==> src/rtl/uart_pkg.sv <==
// uart_pkg: shared arbiter state encoding, formatter ASCII constants and UART defaults.
package uart_pkg;
    typedef enum logic [2:0] {IDLE, FETCH, START, WAIT_HI, WAIT_LO, DONE} arb_state_t;

    localparam logic [7:0] ASCII_S     = 8'h53;
    localparam logic [7:0] ASCII_L     = 8'h4C;
    localparam logic [7:0] ASCII_COLON = 8'h3A;
    localparam logic [7:0] ASCII_ZERO  = 8'h30;
    localparam logic [7:0] ASCII_LF    = 8'h0A;

    localparam int UART_NUM_REQ      = 2;
    localparam int UART_MAX_FRAME    = 16;
    localparam int UART_BUSY_TIMEOUT = 16;
endpackage

==> src/rtl/rr_picker.sv <==
// rr_picker: combinational round-robin selector, first set request at or above ptr with wrap.
module rr_picker #(
    parameter int N = 2,
    localparam int W = (N > 1) ? $clog2(N) : 1
) (
    input  logic [N-1:0] req,
    input  logic [W-1:0] ptr,
    output logic         found,
    output logic [W-1:0] idx
);
    logic [W-1:0] j;

    // Walk offsets from farthest to nearest so the nearest hit wins.
    always_comb begin
        found = 1'b0;
        idx = '0;
        j = '0;
        for (int k = N - 1; k >= 0; k--) begin
            j = W'((int'(ptr) + k) % N);
            if (req[j]) begin
                found = 1'b1;
                idx = j;
            end
        end
    end
endmodule

==> src/rtl/uart_tx_frame_arbiter.sv <==
// uart_tx_frame_arbiter: frame-atomic round-robin sharing of one uart_tx among NUM_REQ sources,
// with a watchdog on the tx_busy rise after each start pulse.
module uart_tx_frame_arbiter
    import uart_pkg::*;
#(
    parameter int NUM_REQ      = UART_NUM_REQ,
    parameter int MAX_FRAME    = UART_MAX_FRAME,
    parameter int BUSY_TIMEOUT = UART_BUSY_TIMEOUT,
    localparam int IW = (NUM_REQ > 1) ? $clog2(NUM_REQ) : 1
) (
    input  logic                 clk_100Mhz,
    input  logic                 rst_n,
    input  logic [NUM_REQ-1:0]   req_valid,
    input  logic [8*NUM_REQ-1:0] req_data,
    input  logic [NUM_REQ-1:0]   req_last,
    output logic [NUM_REQ-1:0]   req_ready,
    output logic                 tx_start,
    output logic [7:0]           tx_data,
    input  logic                 tx_busy,
    output logic [IW-1:0]        grant_id,
    output logic                 frame_active,
    output logic                 frame_done,
    output logic                 err_timeout,
    output logic                 err_trunc
);
    localparam int CW = $clog2(MAX_FRAME + 1);
    localparam int WW = $clog2(BUSY_TIMEOUT + 1);

    arb_state_t    state;
    logic [IW-1:0] rr_ptr;
    logic [CW-1:0] byte_cnt;
    logic [WW-1:0] wd_cnt;
    logic          last_q;
    logic          trunc_q;
    logic          pick_found;
    logic [IW-1:0] pick_idx;
    logic          hs;
    logic          at_cap;
    logic          wd_expired;
    logic          byte_end;
    logic [IW-1:0] next_ptr;

    rr_picker #(.N(NUM_REQ)) u_pick (
        .req   (req_valid),
        .ptr   (rr_ptr),
        .found (pick_found),
        .idx   (pick_idx)
    );

    assign hs         = (state == FETCH) && req_valid[grant_id] && !tx_busy;
    assign at_cap     = byte_cnt == CW'(MAX_FRAME - 1);
    assign wd_expired = wd_cnt == WW'(BUSY_TIMEOUT - 1);
    // A watchdog expiry counts as the byte having gone out, so it shares the WAIT_LO exit.
    assign byte_end   = !tx_busy && ((state == WAIT_LO) || (state == WAIT_HI && wd_expired));
    assign next_ptr   = (grant_id == IW'(NUM_REQ - 1)) ? '0 : grant_id + IW'(1);

    always_comb begin
        req_ready = '0;
        req_ready[grant_id] = hs;
    end

    always_ff @(posedge clk_100Mhz) begin
        if (!rst_n) begin
            state        <= IDLE;
            rr_ptr       <= '0;
            byte_cnt     <= '0;
            wd_cnt       <= '0;
            last_q       <= 1'b0;
            trunc_q      <= 1'b0;
            tx_start     <= 1'b0;
            tx_data      <= '0;
            grant_id     <= '0;
            frame_active <= 1'b0;
            frame_done   <= 1'b0;
            err_timeout  <= 1'b0;
            err_trunc    <= 1'b0;
        end else begin
            tx_start   <= 1'b0;
            frame_done <= 1'b0;
            if (byte_end) begin
                state <= last_q ? DONE : FETCH;
                if (last_q) begin
                    frame_done   <= 1'b1;
                    frame_active <= 1'b0;
                    err_trunc    <= err_trunc | trunc_q;
                    rr_ptr       <= next_ptr;
                end
            end
            case (state)
                IDLE: if (pick_found) begin
                    grant_id     <= pick_idx;
                    frame_active <= 1'b1;
                    byte_cnt     <= '0;
                    state        <= FETCH;
                end
                FETCH: if (hs) begin
                    tx_data  <= req_data[{grant_id, 3'b000} +: 8];
                    last_q   <= req_last[grant_id] || at_cap;
                    trunc_q  <= at_cap && !req_last[grant_id];
                    byte_cnt <= byte_cnt + CW'(1);
                    tx_start <= 1'b1;
                    state    <= START;
                end
                START: begin
                    wd_cnt <= '0;
                    state  <= WAIT_HI;
                end
                WAIT_HI: if (tx_busy) begin
                    state <= WAIT_LO;
                end else begin
                    wd_cnt <= wd_cnt + WW'(1);
                    err_timeout <= err_timeout | wd_expired;
                end
                WAIT_LO: ;
                default: state <= IDLE;
            endcase
        end
    end
endmodule
==> config.mk <==
export PLATFORM = sky130hd
export DESIGN_NAME = uart_tx_frame_arbiter
export DESIGN_NICKNAME = d
export VERILOG_FILES = /design/src/rtl/uart_pkg.sv /design/src/rtl/rr_picker.sv /design/src/rtl/uart_tx_frame_arbiter.sv
export SDC_FILE = /design/constraint.sdc
export NUM_CORES = 1
export LEC_CHECK = 0
export ABC_AREA = 1
export CAP_MARGIN = 5
export CORE_MARGIN = 2
export CORE_UTILIZATION = 46
export CTS_BUF_LIST = sky130_fd_sc_hd__clkbuf_2
export CTS_CLUSTER_DIAMETER = 150
export DETAILED_ROUTE_END_ITERATION = 6
export PLACE_DENSITY = 0.78
export SLEW_MARGIN = 20
export SYNTH_ARGS = -nofsm -noshare
export SYNTH_HDL_FRONTEND = slang
export SYNTH_SLANG_ARGS = --single-unit
==> constraint.sdc <==
create_clock -name clk_100Mhz -period 1.48 [get_ports clk_100Mhz]
set_input_delay 0.444 -clock clk_100Mhz [delete_from_list [all_inputs] [get_ports clk_100Mhz]]
set_output_delay 0.444 -clock clk_100Mhz [all_outputs]
set_load 0.02 [all_outputs]
-- Word-level counts from Yosys, hierarchy flattened
Cells that the tools add are included.
- bits in registers: 30
- output and inout port bits: 16
- logic and storage cells: 88
- input bits: 23
- add/sub/neg operators: 4
- magnitude comparators: 4
- bitwise operators: 4
- reduce and logical (&&, ||, !) cells: 21
- eq/ne operators: 9
- shift operators: 1
- multiplexer cells: 32
- operators by type and width (kind ; number):
    $mux W1 ; 20
    $pmux W5 S2 ; 2
    $shiftx A16 B5 Y8 ; 1
    $mux W3 ; 5
    $mux W5 ; 3
    $pmux W3 S5 ; 1
    $reduce_and A2 Y1 ; 7
    $add A5 B1 Y5 const B ; 2
    $eq A5 B4 Y1 const B ; 2
    $eq A3 B2 Y1 const B ; 2
    $logic_and A1 B1 Y1 ; 6
    $lt A1 B2 Y1 const B ; 3
    $ne A2 B2 Y1 const B ; 3
    $reduce_bool A2 Y1 ; 2
    $eq A3 B1 Y1 const B ; 1
    $eq A3 B3 Y1 const B ; 1
    $logic_not A3 Y1 ; 1
    $reduce_and A3 Y1 ; 1
    $add A1 B1 Y1 const B ; 2
    $and A2 B2 Y2 ; 1
    $logic_not A1 Y1 ; 2
    $logic_or A1 B1 Y1 ; 2
    $or A1 B1 Y1 ; 2
    $demux W1 S1 ; 1
    other kinds (2) ; 2

-- Depth between registers and ports, before layout
- depth after elaboration: 7
- depth in mapped cells: 10
- gate-level depth less buffers: 10

-- Modules after synthesis
Synthesis repeated with hierarchy kept, for this count alone.
- cells, all modules: 223
- area, all modules: 1534.0 sq um
- by module, submodules not included (module ; area an instance (sq um) ; seq. area each (sq um) ; times used ; cells each):
    uart_tx_frame_arbiter ; 1515.2 ; 600.6 ; 1 ; 219
    rr_picker ; 18.8 ; 0.0 ; 1 ; 4

-- Least setup slack after synthesis
Ideal clock, no wire load.
- kind: reg-to-output
- from: reg grant_id
- to: out req_ready[0]
- buffers on the path: 1
- arrival: 1.215 ns
- stages on the path, launching flop included: 6
- setup slack: -0.179 ns
- data required time: 1.036 ns
- cell sequence: dfxtp_1 -> nand2_1 -> nand2_1 -> nand3_4 -> buf_8 -> nor2_1
- cells in the longest elaborated chain, start to end: 5
- elaborated cells on any way between the ends: 10
- those cells by class: order compare: 2; mux: 4; bitwise: 1; reduce/logical: 3
- RTL lines (what ; RTL line ; source):
    from (decl) ; uart_tx_frame_arbiter.sv:20 ; output logic [IW-1:0] grant_id,
    from (signal assigned) ; uart_tx_frame_arbiter.sv:91 ; grant_id <= pick_idx;
    $lt A1 B2 Y1 (implied by the code), or another cell as far along ; uart_tx_frame_arbiter.sv:59 ; req_ready[grant_id] = hs;
    $logic_and A1 B1 Y1 (implied by the code) or $mux W1 (tied branches) ; uart_tx_frame_arbiter.sv:59, uart_tx_frame_arbiter.sv:50 ;
    $mux W1 (implied by the code) or $logic_and A1 B1 Y1 (tied branches) ; uart_tx_frame_arbiter.sv:59, uart_tx_frame_arbiter.sv:50 ;
    $demux W1 S1 or $logic_and A1 B1 Y1 (tied branches) ; uart_tx_frame_arbiter.sv:59, uart_tx_frame_arbiter.sv:50 ;
    $and A2 B2 Y2 (no source line) * ; n/a ;
    to (decl) ; uart_tx_frame_arbiter.sv:16 ; output logic [NUM_REQ-1:0] req_ready,
Every way passes the cells marked *; elsewhere a longest branch is shown, timed or not. The select of a mux whose other input is x is not followed.

-- Worst setup path after layout
- from: reg state[2]
- to: out req_ready[1]
- cells in the longest elaborated chain, start to end: 4
- RTL lines (what ; RTL line ; source):
    from (decl) ; uart_tx_frame_arbiter.sv:29 ; arb_state_t state;
    from (signal assigned) ; uart_tx_frame_arbiter.sv:81 ; state <= last_q ? DONE : FETCH;
    $eq A3 B1 Y1 ; uart_tx_frame_arbiter.sv:50 ; assign hs = (state == FETCH) && req_valid[grant_id] && !tx_busy;
    $logic_and A1 B1 Y1 (2 in series) ; uart_tx_frame_arbiter.sv:50 ;
    $and A2 B2 Y2 (no source line) ; n/a ;
No other way between the ends.

==> reports/qor.log <==
[setup_path] buffers plus inverters on the worst setup path 3
[sta] final setup skew 0.0141 ns
[power_and_ir_drop] share of power burned in the clock network 18.9%
[routing] antenna-violating nets left 0
[cells_and_area] Post-layout nets 314
[synthesis] adder-cell area share of the yosys netlist 3.13%
[power_and_ir_drop] register share of total power 46.8%
[routing] starting DRC count in detailed routing 103
[placement] area after detailed placement 2150 um^2
[sta] Final Slew Violations 0
[synthesis] Avg Cell Area, Syn 7.20 um^2
[run_status] result of the run finished, violations left
[clocking] clock tree from TritonCTS yes
[sta] tightest slew margin relative to the limit 82.1%
[setup_path] slowest cell delay on critical path 0.35 ns
[sta] minimum period implied by the final worst setup slack 1.70 ns
[power_and_ir_drop] sw frac 35.0%
[setup_path] element type at the critical path start flop
[placement] detailed placement HPWL 2700 um
[synthesis] Warnings, synthesis 0
[run_status] violated checks negative setup slack
[global_routing] via count of the first global-routing pass 1572
[floorplanning] floorplan row count 21
[power_and_ir_drop] power per cell area 836 nW/um^2
[global_routing] maximum number of pins on one net before global-route repair 19
[cells_and_area] relative area change from synthesis to final layout 41.7%
[floorplanning] Die Y 62.9 um
[synthesis] Syn Inst Count 222
[synthesis] xor and xnor fraction of the mapped netlist area 0%
[routing] count of vias placed by the detailed router 1580
[setup_path] Crit path required time 1.04 ns
[cells_and_area] diode count 0
[setup_path] Critical Path Fanout Max 4
[synthesis] multiplexer share of the synthesized area 0%
[sta] worst hold margin 0.456 ns
[setup_path] Critical Setup Path Class flop to output pin
[power_and_ir_drop] NetSw 664 uW
[synthesis] Compound-Gate Fraction of Synth Area 9.95%
[synthesis] Net Count, Synth 249
[floorplanning] top-level I/O count 39
[setup_path] CP endpoint kind output pin
[setup_path] cell repeated most along the worst path nand3_4
[power_and_ir_drop] P_leak 0.978 nW
[floorplanning] initial core utilization 47.9%
[clocking] cts-stage hold buffer count 0
[hold_path] worst min-delay path class flop to flop
[sta] fin crit share 115%
[synthesis] dominant combinational cell family by area after synthesis simple AND/OR/NAND/NOR gates
[clocking] number of clock sinks 30
[power_and_ir_drop] portion of total power attributed to combinational logic 34.3%
[clocking] number of buffers inserted during clock tree synthesis 5
[cells_and_area] final instance area 2260 um^2
[cells_and_area] final standard cell utilization of the core 67.9%
[power_and_ir_drop] largest vdd supply drop 0.370 mV
[synthesis] basic-gate share of the synthesized area counting and, or, nand and nor cells 40.9%
[synthesis] Seq cells post-synth 30
[global_routing] overall routing resource usage 20.4%
[sta] unrepaired setup endpoints after global routing yes
[setup_path] slowest cell on the critical path dfxtp_2
[routing] Total Wirelength 3740 um
[placement] IO Port Bufs 38
[sta] Hold Fails Final Rpt 0
[floorplanning] Die ar. 3960 um^2
[global_routing] first-pass GRT wire length 6420 um
[global_routing] number of antenna violations at the first check in global routing 0
[setup_path] dominant delay contributor by cell family on the critical path flip-flops
[power_and_ir_drop] Internal Dissipation 1.23 mW
[synthesis] count of cell types in the netlist 28
[placement] last weighted congestion value of the routability-driven placer 0.830
[clocking] Root Buffer Master clkbuf_2
[floorplanning] width of the chip 62.9 um
[routing] wire length per cell 11.3 um
[global_routing] overall overflow remaining after global route 0
[hold_path] number of stages on the worst hold path 2
[setup_path] cells along the critical path inv_2 -> nand3_4 -> inv_4 -> nand3_4 -> nor2_4 -> buf_6
[synthesis] cell area after technology mapping 1600 um^2
[sta] worst slew pin tran 0.269 ns
[floorplanning] core box area 3340 um^2
[setup_path] FF-to-FF path depth 10
[routing] drt via density 4.76
[clocking] Longest Clk Path Bufs 2
[sta] final setup violation count 4
[cells_and_area] share of cells above drive strength 1 35.3%
[setup_path] worst path arrival time 1.26 ns
[routing] number of iterations in the first detailed-routing pass 4
[synthesis] sequential cell area fraction in the yosys report 37.6%
[sta] Max Clock Freq 588 MHz
[clocking] level count of the clock H-tree 2
[run] total of max-cap violations 0
[sta] slack of the critical path -0.220 ns
[setup_path] Critical Path Stages 6
[clocking] clk slew on worst S/H paths 0.14 ns
[clocking] clock latency of the later-clocked register in the worst-skew pair 0.37 ns
[routing] DRC violation count after routing 0
==> state kept, by name, summed over array words and instances (netlist names) <==
name / flops
byte_cnt: 5
err_timeout: 1
err_trunc: 1
frame_active: 1
frame_done: 1
grant_id: 1
last_q: 1
rr_ptr: 1
state: 3
trunc_q: 1
tx_data: 8
tx_start: 1
wd_cnt: 5
==> synthesized netlist by cell type (all sizes together) <==
cell type,count,area [um^2]
a21oi,21,124
clkbuf,3,11.3
nand3b,2,15.0
nand4,4,25.0
nand3,16,125
o31ai,2,20.0
ha,4,50.1
dfxtp,30,601
nand2,85,344
buf,4,50.0
nor3b,1,7.51
nor3,1,5.00
nor2,27,131
inv,19,73.8
o21ai,3,15.0
==> worst paths after layout <==
path / slack (ns) / startpoint / to
setup / recovery: -0.22 / state[2]$_SDFF_PN0_ / req_ready[1]
hold reg to reg: 0.46 / err_timeout$_SDFFE_PN0P_ / err_timeout$_SDFFE_PN0P_
hold / removal: 0.46 / err_timeout$_SDFFE_PN0P_ / err_timeout$_SDFFE_PN0P_
setup reg to reg: -0.03 / wd_cnt[1]$_SDFFE_PN0P_ / err_trunc$_SDFFE_PN0P_
==> timing repair <==
item,4_1_cts,5_1_grt
setup endpoints to repair,21,24
buffers inserted,2,3
pin swaps,3,8
gates cloned,0,0
gates resized for setup,64,32
==> through the flow <==
stage / std cells / TNS [ns] / total power, mW / worst slack (ns)
6_report: 332 / -0.468 / 1.89 / -0.220
2_1_floorplan: 222 / -0.0642 / 1.28 / -0.0321
3_5_place_dp: 322 / -8.47 / 1.51 / -0.875
4_1_cts: 330 / -0.983 / 1.88 / -0.268
3_3_place_gp: 322 / -7.73 / 1.50 / -0.849
5_1_grt: 332 / -1.17 / 2.01 / -0.303
==> layout by cell type (no fill, tap or decap), drive strengths merged <==
cell	n
clkbuf	9
nor3	1
o21ai	3
nand3b	2
clkdlybuf4s50	19
inv	19
dfxtp	30
nand3	16
a21oi	21
clkinv	1
nand2	85
buf	36
ha	4
nand4	4
clkdlybuf4s15	3
o31ai	2
nor2	27
nor3b	1
dlygate4sd2	3
==> power by group through the flow <==
| stage | clock network [mW] | logic (mW) | registers (mW) |
|---|---|---|---|
| after CTS | 0.373 | 0.620 | 0.884 |
| after global routing | 0.403 | 0.716 | 0.893 |
| after detailed placement | 0 | 0.610 | 0.900 |
| after global placement | 0 | 0.602 | 0.899 |
| after floorplan | 0 | 0.357 | 0.922 |
| final | 0.358 | 0.650 | 0.886 |
==> cell families after synthesis <==
logic type	Yosys count
adders and majority gates	4
DFF	30
AOI/OAI and AO/OA	26
and+or+nand+nor	136
buffers and inverters	26
==> metal layers <==
layer	track usage, %	vias to the layer above	wire [um]
met5	0	-	0
met3	5.41	10	174
li1	-	833	-
met1	21.9	697	1590
met4	12.8	0	110
met2	35.4	40	1860
==> cell type report <==
class	count	area [um^2]
Fill cell	290	1070
Multi-Input combinational cell	166	951
Sequential cell	30	609
Timing Repair Buffer	65	544
Inverter	19	73.8
Tap cell	46	57.6
Clock buffer	5	25.0
Clock inverter	1	3.75
==> worst min-delay path, cell delays in order (launching register included) <==
cell	delay, ns
dfxtp_1	0.34
inv_1	0.04
a21oi_1	0.05
(Power assumes the default switching activity.)
